<file path="src/rtl/uart_tx_frame_controller_pkg.sv">
// uart_pkg: shared definitions for the UART TX frame controller.
//   - uart_state_e    : frame state encoding
//   - UART_DATA_BITS  : data bits per frame
//   - UART_IDLE_LEVEL : line level while idle and during stop bits
//   - calc_bit_cycles / calc_timer_width : bit-period sizing helpers
package uart_pkg;

  typedef enum logic [2:0] {
    ST_IDLE   = 3'd0,
    ST_START  = 3'd1,
    ST_DATA   = 3'd2,
    ST_PARITY = 3'd3,
    ST_STOP   = 3'd4
  } uart_state_e;

  localparam int   UART_DATA_BITS  = 8;
  localparam logic UART_IDLE_LEVEL = 1'b1;

  // Clock cycles per bit period, integer truncation.
  function automatic int calc_bit_cycles(input int clock_frequency, input int baud_rate);
    return clock_frequency / baud_rate;
  endfunction

  // Counter width able to hold 0..bit_cycles-1; never narrower than 1 bit.
  function automatic int calc_timer_width(input int bit_cycles);
    return (bit_cycles > 2) ? $clog2(bit_cycles) : 1;
  endfunction

endpackage

</file>
<file path="src/rtl/uart_tx_frame_controller_if.sv">
// Byte intake handshake between a producer and the UART TX frame controller.
//   txValid : producer offers txData
//   txData  : byte to send, sampled only on the handshake cycle
//   txReady : controller can accept a byte
// master modport = producer side, slave modport = controller side.
interface uart_tx_frame_controller_if;
  import uart_pkg::*;

  logic                      txValid;
  logic [UART_DATA_BITS-1:0] txData;
  logic                      txReady;

  modport master (output txValid, output txData, input txReady);
  modport slave  (input txValid, input txData, output txReady);

endinterface

</file>
<file path="src/rtl/uart_tx_frame_controller_baud_timer.sv">
// uart_baud_timer: shared bit-period timer for the UART TX frame controller.
// Counts 0..BitCycles-1 and wraps; bitEnd marks the last cycle of each period.
//   clock  : system clock
//   reset  : synchronous, active-high
//   clear  : restart the period (count returns to 0 on the next edge)
//   bitEnd : high during the last cycle of each bit period
module uart_baud_timer
  import uart_pkg::*;
#(
  parameter int BitCycles = 104
) (
  input  logic clock,
  input  logic reset,
  input  logic clear,
  output logic bitEnd
);

  localparam int           TimerW   = calc_timer_width(BitCycles);
  localparam logic [TimerW-1:0] LastCount = TimerW'(BitCycles - 1);

  logic [TimerW-1:0] count_q, count_d;

  always_comb begin
    count_d = count_q + 1'b1;
    if (clear || (count_q == LastCount)) begin
      count_d = '0;
    end
  end

  always_ff @(posedge clock) begin
    if (reset) begin
      count_q <= '0;
    end else begin
      count_q <= count_d;
    end
  end

  assign bitEnd = (count_q == LastCount);

endmodule

</file>
<file path="src/rtl/uart_tx_frame_controller.sv">
// uart_tx_frame_controller: sends one UART frame per accepted byte
// (start bit, 8 data bits LSB-first, optional parity, 1 or 2 stop bits).
//   clock, reset : system clock, synchronous active-high reset
//   bus (slave)  : txValid / txData / txReady byte intake handshake
//   busy         : frame in progress
//   frameDone    : pulse on the last cycle of the last stop bit
//   tx           : registered serial line, idle high
// Optional feature macro: UART_TX_PARITY_EN adds a parity bit after the data
// bits (parameter ParityOdd: 0 = even, 1 = odd).
//
// state     | meaning
// ----------+-----------------------------------------------
// ST_IDLE   | line idle high, txReady asserted
// ST_START  | start bit (low) for one bit period
// ST_DATA   | data bits LSB-first, bit_idx counts 0..7
// ST_PARITY | parity bit (only with UART_TX_PARITY_EN)
// ST_STOP   | stop bit(s) high, bit_idx counts stop bits
module uart_tx_frame_controller
  import uart_pkg::*;
#(
  parameter int ClockFrequency = 1000000,
  parameter int BaudRate       = 9600,
  parameter int StopBits       = 1
`ifdef UART_TX_PARITY_EN
  ,
  parameter bit ParityOdd      = 1'b0
`endif
) (
  input  logic                        clock,
  input  logic                        reset,
  uart_tx_frame_controller_if.slave   bus,
  output logic                        busy,
  output logic                        frameDone,
  output logic                        tx
);

  localparam int BitCycles = calc_bit_cycles(ClockFrequency, BaudRate);
  localparam int IdxW      = $clog2(UART_DATA_BITS);

  localparam logic [IdxW-1:0] LastDataIdx = IdxW'(UART_DATA_BITS - 1);
  localparam logic [IdxW-1:0] LastStopIdx = IdxW'(StopBits - 1);

  if (BitCycles < 2) begin : g_bad_bit_cycles
    $error("uart_tx_frame_controller: ClockFrequency/BaudRate must be at least 2");
  end
  if ((StopBits != 1) && (StopBits != 2)) begin : g_bad_stop_bits
    $error("uart_tx_frame_controller: StopBits must be 1 or 2");
  end

  uart_state_e               state_q, state_d;
  logic [UART_DATA_BITS-1:0] shift_q, shift_d;
  logic [IdxW-1:0]           bit_idx_q, bit_idx_d;
  logic                      tx_q, tx_d;
`ifdef UART_TX_PARITY_EN
  logic                      parity_q, parity_d;
`endif

  logic bit_end;
  logic timer_clear;

  uart_baud_timer #(
    .BitCycles (BitCycles)
  ) u_baud_timer (
    .clock  (clock),
    .reset  (reset),
    .clear  (timer_clear),
    .bitEnd (bit_end)
  );

  // tx_d is the line level for the state being entered, so tx changes on the
  // same edge as the state and the line stays glitch-free.
  always_comb begin
    state_d     = state_q;
    shift_d     = shift_q;
    bit_idx_d   = bit_idx_q;
    tx_d        = tx_q;
    timer_clear = 1'b0;
`ifdef UART_TX_PARITY_EN
    parity_d    = parity_q;
`endif

    case (state_q)
      ST_IDLE: begin
        tx_d = UART_IDLE_LEVEL;
        if (bus.txValid) begin
          state_d     = ST_START;
          shift_d     = bus.txData;
          bit_idx_d   = '0;
          tx_d        = ~UART_IDLE_LEVEL;
          timer_clear = 1'b1;
`ifdef UART_TX_PARITY_EN
          parity_d    = (^bus.txData) ^ ParityOdd;
`endif
        end
      end

      ST_START: begin
        if (bit_end) begin
          state_d = ST_DATA;
          tx_d    = shift_q[0];
        end
      end

      ST_DATA: begin
        if (bit_end) begin
          if (bit_idx_q == LastDataIdx) begin
            bit_idx_d = '0;
`ifdef UART_TX_PARITY_EN
            state_d   = ST_PARITY;
            tx_d      = parity_q;
`else
            state_d   = ST_STOP;
            tx_d      = UART_IDLE_LEVEL;
`endif
          end else begin
            bit_idx_d = bit_idx_q + 1'b1;
            shift_d   = shift_q >> 1;
            tx_d      = shift_q[1];
          end
        end
      end

      ST_PARITY: begin
`ifdef UART_TX_PARITY_EN
        if (bit_end) begin
          state_d = ST_STOP;
          tx_d    = UART_IDLE_LEVEL;
        end
`else
        // Unreachable without parity; recover to idle.
        state_d = ST_IDLE;
        tx_d    = UART_IDLE_LEVEL;
`endif
      end

      ST_STOP: begin
        if (bit_end) begin
          if (bit_idx_q == LastStopIdx) begin
            state_d   = ST_IDLE;
            bit_idx_d = '0;
          end else begin
            bit_idx_d = bit_idx_q + 1'b1;
          end
        end
        tx_d = UART_IDLE_LEVEL;
      end

      default: begin
        state_d   = ST_IDLE;
        bit_idx_d = '0;
        tx_d      = UART_IDLE_LEVEL;
      end
    endcase
  end

  always_ff @(posedge clock) begin
    if (reset) begin
      state_q   <= ST_IDLE;
      shift_q   <= '0;
      bit_idx_q <= '0;
      tx_q      <= UART_IDLE_LEVEL;
`ifdef UART_TX_PARITY_EN
      parity_q  <= 1'b0;
`endif
    end else begin
      state_q   <= state_d;
      shift_q   <= shift_d;
      bit_idx_q <= bit_idx_d;
      tx_q      <= tx_d;
`ifdef UART_TX_PARITY_EN
      parity_q  <= parity_d;
`endif
    end
  end

  assign bus.txReady = (state_q == ST_IDLE);
  assign busy        = (state_q != ST_IDLE);
  assign tx          = tx_q;

  // Decoded from flops only (state, stop index, timer count), so it lines up
  // exactly with the last cycle of the last stop bit; reset forces IDLE and
  // therefore suppresses it on an aborted frame.
  assign frameDone = (state_q == ST_STOP) && bit_end && (bit_idx_q == LastStopIdx);

endmodule
</file>
<file path="src/flat_wrapper.sv">
// flat-port wrapper written by rule: the top's interface ports become plain ports
module uart_tx_frame_controller_flat import uart_pkg::*;
#(
  parameter int ClockFrequency = 1000000,
  parameter int BaudRate       = 9600,
  parameter int StopBits       = 1

)
  (clock, reset, busy, frameDone, tx, bus_txValid, bus_txData, bus_txReady);
  uart_tx_frame_controller_if bus_i ();
  input  logic clock;
  input  logic reset;
  output logic busy;
  output logic frameDone;
  output logic tx;
  input wire logic [$bits(bus_i.txValid)-1:0] bus_txValid;
  input wire logic [$bits(bus_i.txData)-1:0] bus_txData;
  output wire logic [$bits(bus_i.txReady)-1:0] bus_txReady;
  assign bus_i.txValid = bus_txValid;
  assign bus_i.txData = bus_txData;
  assign bus_txReady = bus_i.txReady;
  uart_tx_frame_controller #(.ClockFrequency(ClockFrequency), .BaudRate(BaudRate), .StopBits(StopBits)) u_core (.clock(clock), .reset(reset), .bus(bus_i), .busy(busy), .frameDone(frameDone), .tx(tx));
endmodule
</file>
<file path="config.mk">
export PLATFORM = sky130hd
export DESIGN_NAME = uart_tx_frame_controller_flat
export DESIGN_NICKNAME = d
export VERILOG_FILES = /design/src/rtl/uart_tx_frame_controller_pkg.sv /design/src/rtl/uart_tx_frame_controller_if.sv /design/src/rtl/uart_tx_frame_controller_baud_timer.sv /design/src/rtl/uart_tx_frame_controller.sv /design/src/flat_wrapper.sv
export SDC_FILE = /design/constraint.sdc
export NUM_CORES = 1
export LEC_CHECK = 0
export CORE_UTILIZATION = 49
export DETAILED_ROUTE_END_ITERATION = 10
export HOLD_SLACK_MARGIN = 0.05
export PLACE_DENSITY = 0.79
export SLEW_MARGIN = 0
export SYNTH_ARGS = -nofsm -noshare
export SYNTH_HDL_FRONTEND = slang
export SYNTH_SLANG_ARGS = --single-unit
</file>
<file path="constraint.sdc">
create_clock -name clock -period 1.5 [get_ports clock]
set_input_delay 0.3 -clock clock [delete_from_list [all_inputs] [get_ports clock]]
set_output_delay 0.3 -clock clock [all_outputs]
set_load 0.03 [all_outputs]
</file>
# After elaboration in Yosys (flattened, before gate mapping)

Index checks and enable logic that the tools add are counted.

Register bits after elaboration: 22
Bits in latches: 0
Bits in writable memories: 0
Memory bits (read-only): 0
Bits of input ports: 11
Memories: 0

$add $sub $neg: 2
Multipliers: 0
Divide/modulo/power cells: 0
Order comparisons: 0
Equality and inequality tests: 13
Shifts and indexed selects: 0
Multiplexer cells: 24
Bitwise operators: 1
Reductions and logical operators: 13

Operators with widths:

| kind                                                   | number |
|---|---|
| 2-to-1 mux 3 bit                                       | 11 |
| 2-to-1 mux 8 bit                                       | 3 |
| one-hot mux 3 bit (4 select lines)                     | 2 |
| one-hot mux 8 bit (2 select lines)                     | 1 |
| inequality test 2 x 1 -> 1 bit (second input constant) | 5 |
| AND reduction 4 bit                                    | 2 |
| adder 7 x 1 -> 7 bit (second input constant)           | 1 |
| equality test 7 bit (second input constant)            | 1 |
| equality test 3 x 2 -> 1 bit (second input constant)   | 2 |
| equality test 3 bit (second input constant)            | 2 |
| logical NOT 3 bit                                      | 2 |
| 2-to-1 mux 1 bit                                       | 6 |
| AND reduction 6 bit                                    | 1 |
| inequality test 2 bit (second input constant)          | 2 |
| OR reduction 2 bit                                     | 2 |
| adder 3 x 1 -> 3 bit (second input constant)           | 1 |
| equality test 3 x 1 -> 1 bit (second input constant)   | 1 |
| one-hot mux 1 bit (3 select lines)                     | 1 |
| nonzero test 3 bit                                     | 1 |
| logical AND 1 bit                                      | 2 |
| AND reduction 2 bit                                    | 1 |
| nonzero test 2 bit                                     | 1 |
| logical OR 1 bit                                       | 1 |
| NOT 1 bit                                              | 1 |

# Logic depth before layout (Yosys ltp)

Depth after elaboration: 4
Depth in mapped cells: 7
Depth with buffers taken out: 6

# Cells and area by module

Synthesis repeated with hierarchy kept, for this count alone.

Cells, all modules: 138
Area, all modules: 1,201.2 µm²

Modules (own cells, without submodules):

| module                   | times used | cells an instance | area an instance (µm²) | sequential area each (µm²) |
|---|---|---|---|---|
| uart_tx_frame_controller | 1          | 104               | 889.6                  | 300.3 |
| uart_baud_timer          | 1          | 34                | 311.5                  | 140.1 |

# Worst setup path before layout

Ideal clock, no wire load.

Kind: reg2out
Start: register u_core.u_baud_timer.count_q[0]
End: output frameDone
Arrival time: 2.006 ns
Data required time: 1.200 ns
Path slack: -0.806 ns
Stages on the path, launching flop included: 6
Buffers on the path: 1
Cells stage by stage: dfxtp_1 -> ha_1 -> and3_1 -> clkbuf_1 -> nand2_1 -> nor4_1

Word-level cells in the longest chain between the ends: 3

Ends and longest elaborated chain:

| item                           | line                                      | RTL |
|---|---|---|
| from (decl)                    | uart_tx_frame_controller_baud_timer.sv:21 | `logic [TimerW-1:0] count_q, count_d;` |
| from (signal assigned)         | uart_tx_frame_controller_baud_timer.sv:34 | `count_q <= count_d;` |
| equality test 7 bit            | uart_tx_frame_controller_baud_timer.sv:38 | `assign bitEnd = (count_q == LastCount);` |
| logical AND 1 bit (2 in a row) | uart_tx_frame_controller.sv:183           | `assign frameDone = (state_q == ST_STOP) && bit_end && (bit_idx_q == LastStopIdx);` |
| to (decl)                      | flat_wrapper.sv:14                        | `output logic frameDone;` |

Every way passes these cells.

# Worst setup path after layout

Start: register u_core.bit_idx_q[1]
End: register u_core.bit_idx_q[0]

Word-level cells in the longest chain between the ends: 4
Elaborated cells on any way between the ends: 7
Classes of those cells: 1 x eq/ne; 5 x mux; 1 x reduce/logical

Ends and longest elaborated chain:

| item                                                     | line                                                             | RTL |
|---|---|---|
| from (decl)                                              | uart_tx_frame_controller.sv:52                                   | `logic [IdxW-1:0] bit_idx_q, bit_idx_d;` |
| from (signal assigned)                                   | uart_tx_frame_controller.sv:168                                  | `bit_idx_q <= bit_idx_d;` |
| equality test 3 bit or logical NOT 3 bit (tied branches) | uart_tx_frame_controller.sv:106, uart_tx_frame_controller.sv:138 |  |
| 2-to-1 mux 3 bit (on tied branches)                      | uart_tx_frame_controller.sv:106, uart_tx_frame_controller.sv:138 |  |
| 2-to-1 mux 3 bit (on tied branches)                      | uart_tx_frame_controller.sv:105, uart_tx_frame_controller.sv:137 |  |
| one-hot mux 3 bit (4 select lines) *                     | uart_tx_frame_controller.sv:82                                   | `case (state_q)` |

Mark *: on every way between the ends. The rest lies on a longest branch, timed or not. The select of a mux whose other input is x is not followed.
A chain may end at the register's enable or synchronous reset.

==> flow_metrics.py <==
metrics = {
    "timing": {
        "setup-tns-final_ps": -1436,
        "hold_violations": 0,
        "setup_viol_count_final": 13,
        "rsz0062_at_grt": "true",
        "max_freq_mhz": 550.4,
        "slew_viol_final": 0,
        "finalWorstSetupSlack_ps": -317.0,
        "relSlewSlack_pct": 75.21,
        "finalClockSkew_ps": 4.926,
        "finalCritPeriodShare_pct": 121.1,
        "period_needed_ps": 1817,
        "worstMarginPinSlew_ps": 370.3,
    },
    "route": {
        "routed_wl_um": 4033,
        "drtIter0Drc": 34,
        "wire_per_inst_um": 18.09,
        "via_per_inst": 6.031,
        "drt_pass1_iterations": 4,
        "remaining_drc_errors": 0,
        "ant_nets": 0,
        "dr_total_vias": 1345,
    },
    "global_route": {
        "track_usage_pct": 27.90,
        "grt_pass1_vias": 1230,
        "grt_pass1_wl_um": 5533,
        "grt_antenna_before_repair": 0,
        "overflow": 0,
        "grt_start_max_net_pins": 14,
    },
    "placed_design": {
        "port_buffers": 14,
        "place_congestion": 0.8924,
        "dpl.hpwl_um": 2257,
        "placed_area_mm2": 0.001678,
    },
    "critical_path": {
        "crit_type": "flip-flop to flip-flop",
        "arrival_ps": 2050,
        "worstSetupEndpointType": "flip-flop",
        "reg2reg_depth": 10,
        "rrSetupSlack_ps": -320,
        "critPathMaxFanout": 4,
        "critical_path_required_ps": 1730,
        "worstSetupStartpointType": "flip-flop",
    },
    "min_path": {
        "whs_path_depth": 2,
        "min_path_type": "flip-flop to flip-flop",
    },
    "logic_synthesis": {
        "syn_nets": 157,
        "seq_area_frac_synth_pct": 34.82,
        "synth_area_per_cell_um2": 8.908,
        "yosys.cell_types.count": 45,
        "yosys_warnings": 0,
        "netlist_area_mm2": 0.001265,
        "synth_area_leader_cell": "dfxtp_1",
        "async_flop_share_pct": 0,
        "synth_ff_type": "dfxtp_1",
        "synthTopCellsByArea": "dfxtp_1 (35%), mux2i_1 (6.3%), nor2_1 (4.2%)",
        "syn-instance-count": 142,
        "synth_top_area_share_pct": 34.82,
        "synth-edff-count": 0,
        "ys_ff_latch": 22,
    },
    "status": {
        "status": "finished, violations left",
        "failed_checks": "setup timing",
    },
    "clock_network": {
        "cts_made_buffers": 3,
        "ctsHtreeMaxLevel": 1,
        "cts_tree": "yes",
        "cts_root_buffer": "clkbuf_4",
        "postCtsHoldBufs": 0,
        "cts_buffer_depth": 2,
        "clock-sinks": 22,
        "path_clk_slew_ps": 140,
        "clock_latency_ps": 310,
    },
    "cells_and_area": {
        "n_antenna_cell": 0,
        "finalNetCount": 209,
        "final_cell_mix": "buf_4 (29), dfxtp_1 (14), nor2_1 (12), buf_6 (11), clkdlybuf4s50_1 (10)",
        "final_area_mm2": 0.002034,
        "area_growth_pct": 60.83,
        "final_common_cell": "buf_4",
        "drive_gt1_share_pct": 49.74,
    },
    "floorplan": {
        "num_rows": 18,
        "floorplan.initialDensity_pct": 51.53,
        "coreArea_mm2": 0.002455,
        "pin_count": 15,
        "die_y_um": 52.81,
        "die_x_um": 52.81,
        "die-area_mm2": 0.002789,
    },
    "power_and_ir_drop": {
        "p_leak_nw": 0.7884,
        "power.density_mw_per_mm2": 653.3,
        "peakVddDrop_mv": 0.7177,
    },
    "job": {
        "max_cap_violations": 0,
    },
}
[flip-flops by register name, indices dropped and copies added (netlist names)]
signal / cells
u_core.shift_q: 8
u_core.u_baud_timer.count_q: 7
u_core.bit_idx_q: 3
u_core.state_q: 3
u_core.tx: 1
[worst paths after layout]
path	end	start
worst max-delay path	u_core.bit_idx_q[0]$_SDFFE_PP0P_	u_core.bit_idx_q[1]$_SDFFE_PP0P_
worst min-delay path	u_core.u_baud_timer.count_q[6]$_SDFF_PP0_	u_core.u_baud_timer.count_q[6]$_SDFF_PP0_
worst min register to register	u_core.u_baud_timer.count_q[6]$_SDFF_PP0_	u_core.u_baud_timer.count_q[6]$_SDFF_PP0_
worst max register to register	u_core.bit_idx_q[0]$_SDFFE_PP0P_	u_core.bit_idx_q[1]$_SDFFE_PP0P_
[area by class of cell]
type / instances / area, um2
clock inverter: 1 / 30.03
fill: 141 / 420.4
inverter: 10 / 40.04
clock buffer: 3 / 22.52
timing repair buffer: 53 / 490.5
sequential: 22 / 452.9
multi-input combinational: 104 / 960.9
tap: 30 / 37.54
[metal layers]
layer  GRT usage [%]  share of wire [%]  up-vias
met3           5.797                5.7       20
met1           33.10                 41      641
met2           45.99                 50       66
met5               0                  0        -
li1                -                  -      618
met4           15.79                3.1        0
[cells in the mapped netlist, types with 3 or more instances]
| cell | count |
|---|---|
| a211oi_1 | 4 |
| a211oi_2 | 3 |
| a21oi_1 | 4 |
| and2_1 | 3 |
| and3_1 | 3 |
| buf_2 | 3 |
| dfxtp_1 | 22 |
| ha_1 | 4 |
| inv_1 | 10 |
| mux2i_1 | 8 |
| nand2_1 | 4 |
| nand2b_1 | 3 |
| nand3_1 | 5 |
| nand4_1 | 4 |
| nor2_1 | 14 |
| nor2_2 | 3 |
| nor2b_1 | 4 |
| o21ai_0 | 4 |
| xnor2_1 | 4 |
[cell families (layout without fill, tap and decap cells)]
family	Yosys count	count (layout)	share of synthesized area [%]
flops	22	22	34.82
simple gates	54	54	24.53
buf+inv	17	67	6.528
mux	8	8	6.331
fa+ha+maj	4	4	3.957
xor+xnor	6	6	4.154
compound gates	31	32	19.69
[metrics by stage]
stage	power [W]	setup slack, ps	hold WS (ps)	util [%]	instances
after floorplan	0.0007509	-82.53	379.4	-	142
after global placement	0.0008317	-183.6	461.4	68.35	209
after detailed placement	0.0008419	-259.4	471.4	68.35	209
after CTS	0.001310	-282.2	507.9	76.10	218
after global routing	0.001374	-384.0	553.5	82.87	223
final	0.001329	-317.0	511.4	82.87	223
[what timing repair did]
item                                    4_1_cts  5_1_grt
pin swaps                                     7        3
setup buffers                                 4        5
cloned                                        1        0
endpoints found under the setup margin       18       23
resized for setup                            29       29
[critical path: stages, from the launching register on]
cell and delay, ps:
dfxtp_2 360, inv_2 50, ha_4 150, nor2b_4 130, buf_6 120, buf_6 100
buf_6 120, o22ai_4 220, buf_4 150, nand4_1 140, mux2i_1 200
[power by group]
group | internal, W | leakage [nW] | total [W] | switching (W)
clock network | 0.000270 | 0.0279 | 0.000465 | 0.000195
logic | 0.000120 | 0.577 | 0.000231 | 0.000110
registers | 0.000609 | 0.184 | 0.000634 | 0.0000247
total | 0.00100 | 0.788 | 0.00133 | 0.000329
(Power assumes the default switching activity.)
==> edit 1 (same settings) <==
Add a define of `UART_TX_PARITY_EN`.
--- a/src/rtl/uart_tx_frame_controller.sv
+++ b/src/rtl/uart_tx_frame_controller.sv
@@ -16,4 +16,6 @@
 // ST_PARITY | parity bit (only with UART_TX_PARITY_EN)
 // ST_STOP   | stop bit(s) high, bit_idx counts stop bits
+`define UART_TX_PARITY_EN
+
 module uart_tx_frame_controller
   import uart_pkg::*;
Function: same outputs for any inputs over 10 cycles, from zero or initial values and one cycle with reset high; that may be too few to reach the edited logic, so the function may still have changed.
==> edit 1 against the unedited design <==
  * The run still ends with negative setup slack left
  * Wire length down 2.1%
  * Utilization is 2.8 points lower
  * Final cell count is 0.90% higher
  * Sequential cell count is 1 higher
  * Power fell by 7.1%
  * Synthesized area grew 6.7%
  * Combinational power up 17%
  * Design area grew 0.12%
  * Largest power group unchanged
  * Worst setup slack improved by 43 ps
==> edit 1: results (changes against the unedited design) <==
Result of the run -> finished, violations left
Failing checks -> negative setup slack
Final worst slack -> -274 ps (+42.5 ps)
Worst-margin pin slew -> 384 ps (+13.6 ps)
Ys Warns -> 0 (unchanged)
Via count -> 1319 (-1.9%)
Master of the slowest instance on the critical path -> sky130_fd_sc_hd__dfxtp_2
GP Congestion -> 0.817 (-8.5%)
Total of fill cells in the finished design -> 173 (+23%)
Total number of nets in the final design -> 211 (+0.96%)
Main area contributors after synthesis -> sky130_fd_sc_hd__dfxtp_1 34%, sky130_fd_sc_hd__mux2i_1 8.2%, sky130_fd_sc_hd__xnor2_1 5.8%
Leak pwr -> 0.787 nW (-0.19%)
Min-Delay Endpoint -> u_core.shift_q[3]$_SDFFE_PP0P_
Max Fanout on Critical Path -> 3 (-1)
Reg2reg end -> u_core.tx$_SDFFE_PP1P_
Largest net degree at the start of global routing -> 13 (-1)
Slack of the worst reg-to-reg path -> -200 ps (+120 ps)
Layout cells sized above 1 -> 48.7% (-1.0 points)
Most numerous cell types in the synthesized netlist -> 23 x sky130_fd_sc_hd__dfxtp_1, 14 x sky130_fd_sc_hd__nor2_1, 11 x sky130_fd_sc_hd__mux2i_1, 9 x sky130_fd_sc_hd__xnor2_1, 7 x sky130_fd_sc_hd__nand2b_1
Cell Count Post-Placement -> 203 (-2.9%)
Average wire per cell in the routed design -> 17.5 um (-3.0%)
Internal -> 0.884 mW (-12%)
XOR/XNOR share of the synthesized area -> 7.78% (+3.6 points)
Top_reg_cell synth -> sky130_fd_sc_hd__dfxtp_1
Compound-cell area share of the yosys netlist -> 15.1% (-4.6 points)
Synthesized-area fraction occupied by adder cells -> 3.71% (-0.25 points)
Final setup skew -> 5.66 ps (+0.734 ps)
Wire length of the first global-routing pass -> 5.71 mm (+3.3%)
CP arrival -> 1470 ps (-580 ps)
Place WS -> -290 ps (-30.7 ps)
Count of cell types in the netlist -> 42 (-6.7%)
Post-Synthesis Net Count -> 158 (+0.64%)
Synthesized area per cell -> 9.44 um2 (+6.0%)
Setup total negative slack -> -595 ps (+841 ps)
Worst hold margin -> 526 ps (+14.5 ps)
Detailed Route Iter0 Violations -> 36 (+5.9%)
Overall track demand over capacity in global routing -> 27.8% (-0.098 points)
Reg-to-reg startpoint -> u_core.bit_idx_q[0]$_SDFFE_PP0P_
Worst-case reg-to-reg path depth -> 7 (-3)
Sequential share of the synthesized area -> 34.1% (-0.71 points)
Area of placed instances -> 1670 um2 (-0.30%)
IR drop worst, VDD -> 0.630 mV (-12%)
Final Non-Filler Cells -> 225 (+0.90%)
Sum of net half-perimeters after detailed placement -> 2.24 mm (-0.98%)
Count of endpoints failing setup in the final report -> 5 (-8)
CP Launch Point -> u_core.u_baud_timer.count_q[0]$_SDFF_PP0_
==> edit 1: cell types whose count changed in the layout (fill, tap and decap cells not counted), moves of 3 or more <==
cell | unedited run | this run
sky130_fd_sc_hd__nand4_1 | 4 | 1
sky130_fd_sc_hd__xnor2_1 | 4 | 9
sky130_fd_sc_hd__buf_4 | 29 | 34
sky130_fd_sc_hd__inv_1 | 6 | 3
sky130_fd_sc_hd__nor3b_4 | 0 | 3
sky130_fd_sc_hd__inv_2 | 3 | 0
sky130_fd_sc_hd__o21ai_1 | 3 | 0
==> edit 1: worst register-to-register path, cell delays in order, from the launching register on <==
cell	delay, ps
sky130_fd_sc_hd__dfxtp_2	350
sky130_fd_sc_hd__buf_4	130
sky130_fd_sc_hd__ha_4	160
sky130_fd_sc_hd__ha_4	180
sky130_fd_sc_hd__mux2i_2	190
sky130_fd_sc_hd__nand4_1	140
sky130_fd_sc_hd__a21o_1	200
sky130_fd_sc_hd__a211o_1	260
==> edit 1: power by group through the flow <==
stage	Combinational, mW	Sequential [mW]	Clock, mW
final	0.270	0.661	0.303
after global routing	0.291	0.663	0.334
after CTS	0.236	0.656	0.302
after detailed placement	0.217	0.674	0
after global placement	0.209	0.671	0
after floorplan	0.136	0.671	0
==> edit 1: repair_timing <==
item / in CTS / in global routing
pin swaps: 3 / 12
gates cloned: 1 / 0
endpoints found under the setup margin: 15 / 21
gates resized for setup: 35 / 20
buffers inserted: 12 / 5
==> edit 1: per-layer routing <==
metal	up-vias	global-route usage (%)	part of all wire [%]
met5	-	0	0
met4	0	14.5	3.4
met3	14	6.11	4.4
met2	54	48.8	52
met1	632	31.0	40
li1	619	-	-
==> edit 1: logic make-up (layout without fill, tap and decap cells) <==
logic type | Yosys count | after routing
adder cells (fa/ha/maj) | 4 | 4
multiplexers | 11 | 11
XOR/XNOR | 12 | 12
AND/OR/NAND/NOR | 53 | 53
AO/OA/AOI/OAI | 26 | 27
buffers and inverters | 14 | 65
flip-flops | 23 | 23
==> edit 1: area by class of cell <==
class	instances	area share [%]
tap	30	1.84
timing repair buffer	55	23.4
inverter	6	1.47
clock buffer	4	1.29
multi-input combinational	107	48.4
sequential	23	23.6
==> edit 1: how the worst max path moves through the flow <==
| stage | cells past startpoint | to | slack, ps |
|---|---|---|---|
| after floorplan | 4 | frameDone | 9 |
| after global placement | 5 | u_core.shift_q[4]$_SDFFE_PP0P_ | -200 |
| after detailed placement | 5 | u_core.shift_q[3]$_SDFFE_PP0P_ | -290 |
| after global routing | 5 | frameDone | -330 |
| final | 5 | frameDone | -270 |
| after CTS | 7 | frameDone | -240 |
==> edit 2 (config.mk and constraints unchanged) <==
Without the edit above. Reset style: asynchronous (`reset`), changed in 2 clocked blocks. Comments in the files are not updated.
--- a/src/rtl/uart_tx_frame_controller_baud_timer.sv
+++ b/src/rtl/uart_tx_frame_controller_baud_timer.sv
@@ -28,5 +28,5 @@
   end
 
-  always_ff @(posedge clock) begin
+  always_ff @(posedge clock or posedge reset) begin
     if (reset) begin
       count_q <= '0;
--- a/src/rtl/uart_tx_frame_controller.sv
+++ b/src/rtl/uart_tx_frame_controller.sv
@@ -154,5 +154,5 @@
   end
 
-  always_ff @(posedge clock) begin
+  always_ff @(posedge clock or posedge reset) begin
     if (reset) begin
       state_q   <= ST_IDLE;
Formal check against the unedited RTL: differs if reset is asserted again (counterexample within 4 cycles, from zero or initial values and one cycle with reset high); with reset held inactive, the same outputs for 10 cycles.
==> edit 2 against the unedited design <==
  * Synthesized area rose by 2.6%
  * Worst setup slack got worse by 3.4 ps
  * The flow still finishes with violations (negative setup slack)
  * Largest cell class unchanged
  * Critical path type is now flip-flop to primary output
  * Count of clock-buffer cells in the layout did not move
  * Synthesized cell count fell by 7.0%
  * Design area fell by 2.5%
  * Wire length rose by 3.0%
  * Sequential cell count did not move
  * Clock skew fell by 1.6 ps
Power is not compared: it rests on default switching activity, and its combinational part moved more than twofold at a synthesized area within 25%.
==> edit 2: results (changes against the unedited design) <==
CP arrival -> 1520 ps (-530 ps)
Failing checks -> negative setup slack
Master of the slowest instance on the critical path -> sky130_fd_sc_hd__dfrtp_1
Vias per Instance -> 6.08 (+0.73%)
Cell family with the largest share of critical-path delay -> flip-flops
Post CTS Setup Buffer Count -> 8 (+4)
Capturing element of the worst setup path -> frameDone
Inverter count -> 9 (-1)
Top_reg_cell synth -> sky130_fd_sc_hd__dfrtp_1
Result of the run -> finished, violations left
Relative area of clock buffers and inverters in the final design -> 2.65% (+0.067 points)
Final setup skew -> 3.30 ps (-1.63 ps)
Count of endpoints failing setup in the final report -> 19 (+6)
Relative slew slack -> 76.7% (+1.5 points)
Max Fanout on Critical Path -> 2 (-2)
Number of global-route vias before repair -> 1164 (-5.4%)
Area occupied by multi-input gates -> 835 um2 (-13%)
Non-Clock Buffer Count -> 52 (-1.9%)
Count of cell types in the netlist -> 47 (+4.4%)
GP Congestion -> 0.837 (-6.2%)
Worst hold margin -> 293 ps (-218 ps)
Total of fill cells in the finished design -> 144 (+2.1%)
Buffering overhead -> 23.6% (-0.51 points)
Largest net degree at the start of global routing -> 23 (+9)
Cell Count Post-Placement -> 190 (-9.1%)
Post-cts sizing count -> 10 (-66%)
Post-Synthesis Net Count -> 148 (-5.7%)
Share of flip-flops with an asynchronous set or reset after synthesis -> 100% (+100 points)
Total number of nets in the final design -> 199 (-4.8%)
Final worst slack -> -320 ps (-3.44 ps)
## edit 2: cell count changes in the layout (fill, tap and decap cells not counted), sizes merged, moves of 3 or more
cell    before  now
dfrtp        0   21
dfxtp       22    0
o21ai        6   12
nor2        17    6
nand4        4    1
nand2        4   11
a211oi       7    1
## edit 2: kinds of logic (layout without fill, tap and decap cells)
group	after synthesis	after routing	synth area share [%]
flops	22	22	42.5
buf+inv	16	65	5.21
mux	9	9	7.43
fa+ha+maj	5	5	4.82
simple gates	43	43	20.0
xor+xnor	4	4	2.70
compound gates	33	34	17.4
## edit 2: tightest hold or removal path: cells and delay by family
family | cells | cell delay (ps)
buf+inv | 3 | 730
## edit 2: per-layer routing
layer	share of wire (%)	track usage, %	vias to the layer above
li1	-	-	579
met4	5.1	12.3	0
met5	0	0	-
met1	40	30.6	625
met2	50	45.2	63
met3	4.7	3.45	21
## edit 2: report_power, final
part           internal (mW)  switching [mW]  total, mW
Combinational          0.786           0.803       1.59
Sequential             0.833           0.172       1.00
Clock                  0.270           0.203      0.474
